File: config.mk
export PLATFORM = sky130hd
export DESIGN_NAME = led_fade_driver
export DESIGN_NICKNAME = d
export VERILOG_FILES = /design/src/rtl/led_fade_driver.sv
export SDC_FILE = /design/constraint.sdc
export NUM_CORES = 1
export LEC_CHECK = 0
export BUFFER_PORTS_ARGS = -buffer_cell sky130_fd_sc_hd__buf_2
export CAP_MARGIN = 40
export CORE_MARGIN = 4
export CORE_UTILIZATION = 40
export DETAILED_ROUTE_END_ITERATION = 12
export PLACE_DENSITY = 0.69
export RECOVER_POWER = 100
export REMOVE_ABC_BUFFERS = 1
export SYNTH_ARGS = -nofsm -noshare
export SYNTH_HDL_FRONTEND = slang
export SYNTH_SLANG_ARGS = --single-unit
File: constraint.sdc
create_clock -name clk -period 2 [get_ports clk]
set_input_delay 0 -clock clk [delete_from_list [all_inputs] [get_ports clk]]
set_output_delay 0 -clock clk [all_outputs]
set_load 0.01 [all_outputs]
File: src/rtl/led_fade_driver.sv
// rtl/led_fade_driver.sv - PWM LED driver that fades the duty cycle up and down
// following the registered on/off request.
module led_fade_driver #(
    parameter int PWM_BITS = 8,
    parameter int STEP_DIV = 4
) (
    input  logic                clk,
    input  logic                reset,
    input  logic                light_in,
    output logic                led,
    output logic [PWM_BITS-1:0] duty,
    output logic                busy
);

    localparam int PRE_W = (STEP_DIV > 1) ? $clog2(STEP_DIV) : 1;
    localparam logic [PWM_BITS-1:0] DUTY_MAX = '1;
    localparam logic [PWM_BITS-1:0] DUTY_ONE = PWM_BITS'(1);
    localparam logic [PRE_W-1:0]    PRE_LAST = PRE_W'(STEP_DIV - 1);
    localparam logic [PRE_W-1:0]    PRE_ONE  = PRE_W'(1);

    typedef enum logic [1:0] {
        S_OFF,
        S_UP,
        S_ON,
        S_DOWN
    } state_t;

    state_t                state;
    state_t                state_nxt;
    logic                  light_q;
    logic [PWM_BITS-1:0]   pwm_cnt;
    logic [PWM_BITS-1:0]   duty_nxt;
    logic [PRE_W-1:0]      pre;
    logic [PRE_W-1:0]      pre_nxt;
    logic                  wrap;
    logic                  tick;
    logic                  enter_fade;

    assign wrap = (pwm_cnt == DUTY_MAX);
    assign tick = wrap && (pre == PRE_LAST);
    assign busy = (state == S_UP) || (state == S_DOWN);

    // A direction change always wins over a step landing in the same cycle.
    always_comb begin
        state_nxt  = state;
        duty_nxt   = duty;
        enter_fade = 1'b0;
        case (state)
            S_OFF: begin
                duty_nxt = '0;
                if (light_q) begin
                    state_nxt  = S_UP;
                    enter_fade = 1'b1;
                end
            end
            S_UP: begin
                if (!light_q) begin
                    state_nxt  = S_DOWN;
                    enter_fade = 1'b1;
                end else if (tick) begin
                    if (duty >= DUTY_MAX - DUTY_ONE) begin
                        duty_nxt  = DUTY_MAX;
                        state_nxt = S_ON;
                    end else begin
                        duty_nxt = duty + DUTY_ONE;
                    end
                end
            end
            S_ON: begin
                duty_nxt = DUTY_MAX;
                if (!light_q) begin
                    state_nxt  = S_DOWN;
                    enter_fade = 1'b1;
                end
            end
            S_DOWN: begin
                if (light_q) begin
                    state_nxt  = S_UP;
                    enter_fade = 1'b1;
                end else if (tick) begin
                    if (duty <= DUTY_ONE) begin
                        duty_nxt  = '0;
                        state_nxt = S_OFF;
                    end else begin
                        duty_nxt = duty - DUTY_ONE;
                    end
                end
            end
            default: begin
                state_nxt = S_OFF;
                duty_nxt  = '0;
            end
        endcase
    end

    always_comb begin
        pre_nxt = pre;
        if (enter_fade) begin
            pre_nxt = '0;
        end else if (wrap) begin
            pre_nxt = tick ? '0 : pre + PRE_ONE;
        end
    end

    // Full-scale duty forces the pin solidly on instead of dropping one clock per period.
    always_ff @(posedge clk) begin
        if (reset) begin
            light_q <= 1'b0;
            pwm_cnt <= '0;
            pre     <= '0;
            state   <= S_OFF;
            duty    <= '0;
            led     <= 1'b0;
        end else begin
            light_q <= light_in;
            pwm_cnt <= pwm_cnt + DUTY_ONE;
            pre     <= pre_nxt;
            state   <= state_nxt;
            duty    <= duty_nxt;
            led     <= (duty == DUTY_MAX) || (pwm_cnt < duty);
        end
    end

endmodule

# Word level (Yosys, flattened, before mapping)
# Index checks and enable logic that the tools add are counted.
[word_totals]
reg_bits = 22
inputBits = 3
out_inout_bits = 10
[op_classes]
add_sub_neg = 4
magnitude_cmp = 3
n_eq_ne = 16
muxes = 20
n_reduce_logical = 9
[ops]
columns = ["op", "count"]
rows = [
  ["8-bit 2-to-1 mux", 6],
  ["8-bit one-hot mux with 4 select lines", 1],
  ["2-bit 2-to-1 mux", 9],
  ["8-bit by 1-bit adder with 8-bit output (second input constant)", 2],
  ["8-bit == test (second input constant)", 2],
  ["2-bit != test (second input constant)", 6],
  ["8-bit >= comparator (second input constant)", 1],
  ["8-bit by 1-bit less-or-equal comparator with 1-bit output (second input constant)", 1],
  ["8-bit < comparator", 1],
  ["2-bit one-hot mux with 4 select lines", 1],
  ["8-bit by 1-bit subtractor with 8-bit output (second input constant)", 1],
  ["2-bit == test (second input constant)", 3],
  ["3-bit by 2-bit != test with 1-bit output (second input constant)", 2],
  ["3-bit != test (second input constant)", 2],
  ["6-bit AND reduction", 1],
  ["2-bit OR reduction", 3],
  ["4-bit AND reduction", 1],
  ["2-bit by 1-bit adder with 2-bit output (second input constant)", 1],
  ["2-bit by 1-bit == test with 1-bit output (second input constant)", 1],
  ["2-bit zero test", 1],
  ["1-bit logical OR", 2],
  ["1-bit 2-to-1 mux", 2],
  ["1-bit one-hot mux with 2 select lines", 1],
  ["1-bit logical AND", 1],
]

# Depth between registers and ports, before layout
[logic_depth]
ltp_word = 5
depth_mapped = 8
depth_no_buf = 7

# Worst setup path after synthesis
# No wires, ideal clock.
[synth_timing]
kind = "flip-flop to flip-flop"
from = "register duty[0]"
to = "register state[0]"
setup_ns = 0.123
t_arrival_ns = 1.760
required_ns = 1.877
setup_slack_ns = 0.117
stages_incl_launch_ff = 7
path_buffers = 0
path_cell_list = "dfxtp_1 > inv_1 > ha_1 > o2111ai_1 > o31ai_1 > a31oi_1 > mux2_1"
[synth_via]
elab_chain_len = 3
word_cells_on_any_way = 5
[synth_rtl]
columns = ["item", "line", "source"]
rows = [
  ["from (decl)", "11", "output logic [PWM_BITS-1:0] duty,"],
  ["from (signal assigned)", "119", "duty <= duty_nxt;"],
  ["8-bit >= comparator / 8-bit by 1-bit less-or-equal comparator with 1-bit output (equally long branches)", "61, 81", ""],
  ["3-bit by 2-bit != test with 1-bit output (no line)", "--", ""],
  ["6-bit AND reduction (no line) (*)", "--", ""],
  ["to (signal assigned)", "118", "state <= state_nxt;"],
  ["to (decl)", "28", "state_t state;"],
]
# Every way passes the cells marked *; elsewhere a longest branch is shown, timed or not.
# A chain may end at the register's enable or synchronous reset.

# Final worst setup path
[layout_timing]
from = "register duty[0]"
to = "register duty[6]"
[layout_via]
elab_chain_len = 5
word_cells_on_any_way = 11
[layout_rtl]
columns = ["item", "line", "source"]
rows = [
  ["8-bit by 1-bit subtractor with 8-bit output, or another cell as far along", "85", "duty_nxt = duty - DUTY_ONE;"],
  ["8-bit 2-to-1 mux, on equally long branches", "81, 61", ""],
  ["8-bit 2-to-1 mux, on equally long branches", "80, 60", ""],
  ["8-bit 2-to-1 mux, on equally long branches", "77, 57", ""],
  ["8-bit one-hot mux with 4 select lines (*)", "48", "case (state)"],
]
# Every way passes the cells marked *; elsewhere a longest branch is shown, timed or not. The select of a mux whose other input is x is not followed.

==> summary by stage <==
Outcome
The run finished with clean final reports.

Layout
The final standard cell count with taps included and fillers excluded is 258. Compared with the post-synthesis result, the final layout area differs by 14.2%. The final-stage net count is 232. The repair_antennas step left the layout with diodes totalling 0.

The layout cell share with drive strength beyond 1 is 14.8%.

CTS
Clock latency on the worst-skew pair, taken at its later pin, is 260 ps. TritonCTS built the clock tree. TritonCTS created 3 clock buffers. The total number of H-tree levels is 1. The number of sinks handled by clock tree synthesis is 22.

The maximum number of buffers from clock root to sink is 2. The buffer cell driving the clock tree root is sky130_fd_sc_hd__clkbuf_8. After clock tree synthesis, the clock-pin slew on the worst setup and hold paths is 90 ps.

Power and ir drop
For this design the ratio of total power to cell area is 879 nW/um2. Total power for the finished layout comes to 0.00162 W. The static leakage is 0.718 nW.

VDD sags by at most 0.520 mV.

Route
The number of detailed-routing iterations run before antenna repair is 4. The detailed router finished its first iteration with 145 violations. After detailed routing, the total wire length is 3.89 mm. Dividing the detail-routed wire length by the instance count gives 15.1 um. Using the TritonRoute via totals, the vias-per-cell ratio works out to 5.84.

After detailed routing, the number of remaining DRC violations is 0. The count of nets left with antenna violations once routing finished came out at 0. The overall via count from detail_route is 1508.

GRT
The number of global-route vias before repair was 1363. For this run, the total global-route usage over all layers was measured as 16.0%. The met2 track utilization from global routing is 24.6%. The initial antenna violation count was 0. Global routing used 2.52% of the available met3 tracks. The first-pass GRT wire length is 6.77 mm. The total congestion overflow after global routing is 0. The busiest metal layer after global routing is met2.

The maximum number of pins on one net before global-route repair is 17. In the global route stage, met1 resource usage came out at 23.1%.

Flow run
The number of max-cap violations is 0.

Synth
The mapped netlist covers 1610 um2. For this run, the register share of the synthesized area comes to 27.3%. The dominant cell type by area after synthesis is sky130_fd_sc_hd__dfxtp_1. By area, the combinational part of the netlist is dominated by compound AO/OA/AOI/OAI gates. In the synthesized netlist, mux cells make up 1.94% of the area.

The top-area cell type share of the netlist area is 27.3%. Of the total synthesized cell area, the portion taken by AND, OR, NAND and NOR gates is 18.9%. After Yosys synthesis, full adders, half adders and majority gates account for 14.0% of the synthesized area. The xor and xnor area share after synthesis is 4.88%.

The flop and latch count out of synthesis is 22. By area the synthesized netlist is led by sky130_fd_sc_hd__dfxtp_1 27%, sky130_fd_sc_hd__ha_1 14%, sky130_fd_sc_hd__nor2_1 4.4%, sky130_fd_sc_hd__o2bb2ai_1 3.8%, sky130_fd_sc_hd__inv_1 3.5%. The most frequent cell after synthesis is sky130_fd_sc_hd__dfxtp_1.

The synthesized netlist devotes 26.8% of its cell area to compound gates. The total number of yosys warnings is 0. The primary flip-flop cell chosen by synthesis mapping is sky130_fd_sc_hd__dfxtp_1. After synthesis, the share of flip-flops with an asynchronous set or reset is 0%. The instance count of the mapped netlist is 191. The average cell area after synthesis is 8.45 um2.

The number of synthesized flops with an enable pin is 0. The synthesized netlist contains 52 unique library cells. Sorting the synthesized cells by how often they occur yields 22 x sky130_fd_sc_hd__dfxtp_1, 19 x sky130_fd_sc_hd__nor2_1, 18 x sky130_fd_sc_hd__ha_1, 15 x sky130_fd_sc_hd__inv_1, 11 x sky130_fd_sc_hd__nand2_1.

Floorplanning
The initial utilization of the core area, before any placement, comes to 42.8%. The area of the core is 3770 um2. The die span in x is 71.5 um. The number of core rows is 22. The die covers 5120 um2. The I/O pin count is 13. Measured along the y axis, the die boundary spans 71.5 um.

STA
At the pin with the least slew margin, the transition time is 489 ps. The achievable frequency is 526 MHz. The setup skew after layout is 8.59 ps.

The number of pins with negative max-slew slack in the final report is 0. The final critical-path share of the clock period is 95.1%. The remaining max-slew budget at the tightest pin is 67.2%. The hold violation count in the final report was 0. Setup violations remaining at the end of the flow were counted as 0. Subtracting the final worst setup slack from the clock period gives 1900 ps.

Setup path
The data required time at the worst endpoint is 2150 ps. Data arrives at the worst endpoint at 2060 ps. The worst setup path is captured at a flop. The startpoint type of the worst setup path is a flop. The class of the most critical setup path is reg2reg. The worst-path maximum fanout is 5.

Worst hold path
The worst hold path belongs to the class in2reg.

Placement
The wire-length estimate of the detail-placed layout is 2.90 mm. Buffers placed on the I/O ports in this run total 12. The routability-driven placement congestion ratio is 0.907.

The number of placed instances, taps included, is 253.
stage by stage:
stage          utilization [%]  cell area (um2)  hold WS, ps  setup slack, ps  TNS [ps]
6_report                  48.9             1840         98.6             98.1         0
5_1_grt                   48.9             1840          124            -24.0     -43.1
4_1_cts                   49.2             1850         91.7              110         0
3_5_place_dp              47.0             1770          229              122         0
3_3_place_gp              47.0             1770          217              111         0
2_1_floorplan                -             1570         66.7              107         0
worst max-delay path, stage by stage, from the launching register on:
cell and delay, ps:
sky130_fd_sc_hd__dfxtp_1 330, sky130_fd_sc_hd__inv_1 100, sky130_fd_sc_hd__ha_2 230, sky130_fd_sc_hd__or3b_1 420, sky130_fd_sc_hd__o41ai_1 280, sky130_fd_sc_hd__a21oi_1 110, sky130_fd_sc_hd__nor4_1 220, sky130_fd_sc_hd__o2bb2ai_1 110
placed cells by master, fill, tap and decap left out, types with 3 or more instances in the layout:
| cell | n |
|---|---|
| sky130_fd_sc_hd__a211oi_1 | 5 |
| sky130_fd_sc_hd__a21oi_1 | 9 |
| sky130_fd_sc_hd__a31oi_1 | 5 |
| sky130_fd_sc_hd__buf_2 | 6 |
| sky130_fd_sc_hd__buf_4 | 8 |
| sky130_fd_sc_hd__clkbuf_1 | 9 |
| sky130_fd_sc_hd__clkbuf_8 | 3 |
| sky130_fd_sc_hd__dfxtp_1 | 22 |
| sky130_fd_sc_hd__ha_1 | 17 |
| sky130_fd_sc_hd__inv_1 | 15 |
| sky130_fd_sc_hd__nand2_1 | 10 |
| sky130_fd_sc_hd__nand3_1 | 6 |
| sky130_fd_sc_hd__nor2_1 | 18 |
| sky130_fd_sc_hd__o21ai_0 | 7 |
| sky130_fd_sc_hd__o2bb2ai_1 | 7 |
| sky130_fd_sc_hd__xnor2_1 | 4 |
| sky130_fd_sc_hd__xor2_1 | 5 |
cell families after synthesis:
kind of cell | count (synthesis)
buf+inv | 24
mux | 3
compound gates | 58
fa+ha+maj | 18
simple gates | 57
xor+xnor | 9
flops | 22
flip-flops by register name, indices dropped and copies added (netlist names):
signal,count
light_q,1
pwm_cnt,8
state,2
duty,8
pre,2
led,1
final timing paths:
kind	start	end	slack [ps]	cells after the start
worst max-delay path	duty[0]	duty[6]	100	7
worst min-delay path	reset	pwm_cnt[0]	100	2
worst max register to register	duty[0]	duty[6]	100	7
worst min register to register	duty[1]	duty[1]	490	1
area by class of cell:
type                    count  area [um2]
inverters                  15        56.3
repair buffers             24         134
multi-input cells         145        1080
clock inverters             1        30.0
flip-flops and latches     22         440
fillers                   364        1930
well taps                  48        60.1
clock buffers               3        41.3
per-layer routing:
metal	wire (um)	vias up
li1	-	750
met1	1830	699
met2	1750	55
met3	258	4
met4	44	0
met5	0	-
repair_timing:
| action | 4_1_cts | 5_1_grt |
|---|---|---|
| resized for setup | 0 | 4 |
| hold buffers | 1 | 0 |
| hold endpoints to repair | 1 | 0 |
| buffers inserted | 0 | 0 |
| setup endpoints to repair | 0 | 6 |
report_power, final:
group	internal [W]	total, W	switching, W
Clock	0.000267	0.000418	0.000151
Combinational	0.000268	0.000681	0.000413
Sequential	0.000479	0.000522	0.0000423
Total	0.00101	0.00162	0.000606
Power figures use the tool's default switching activity.
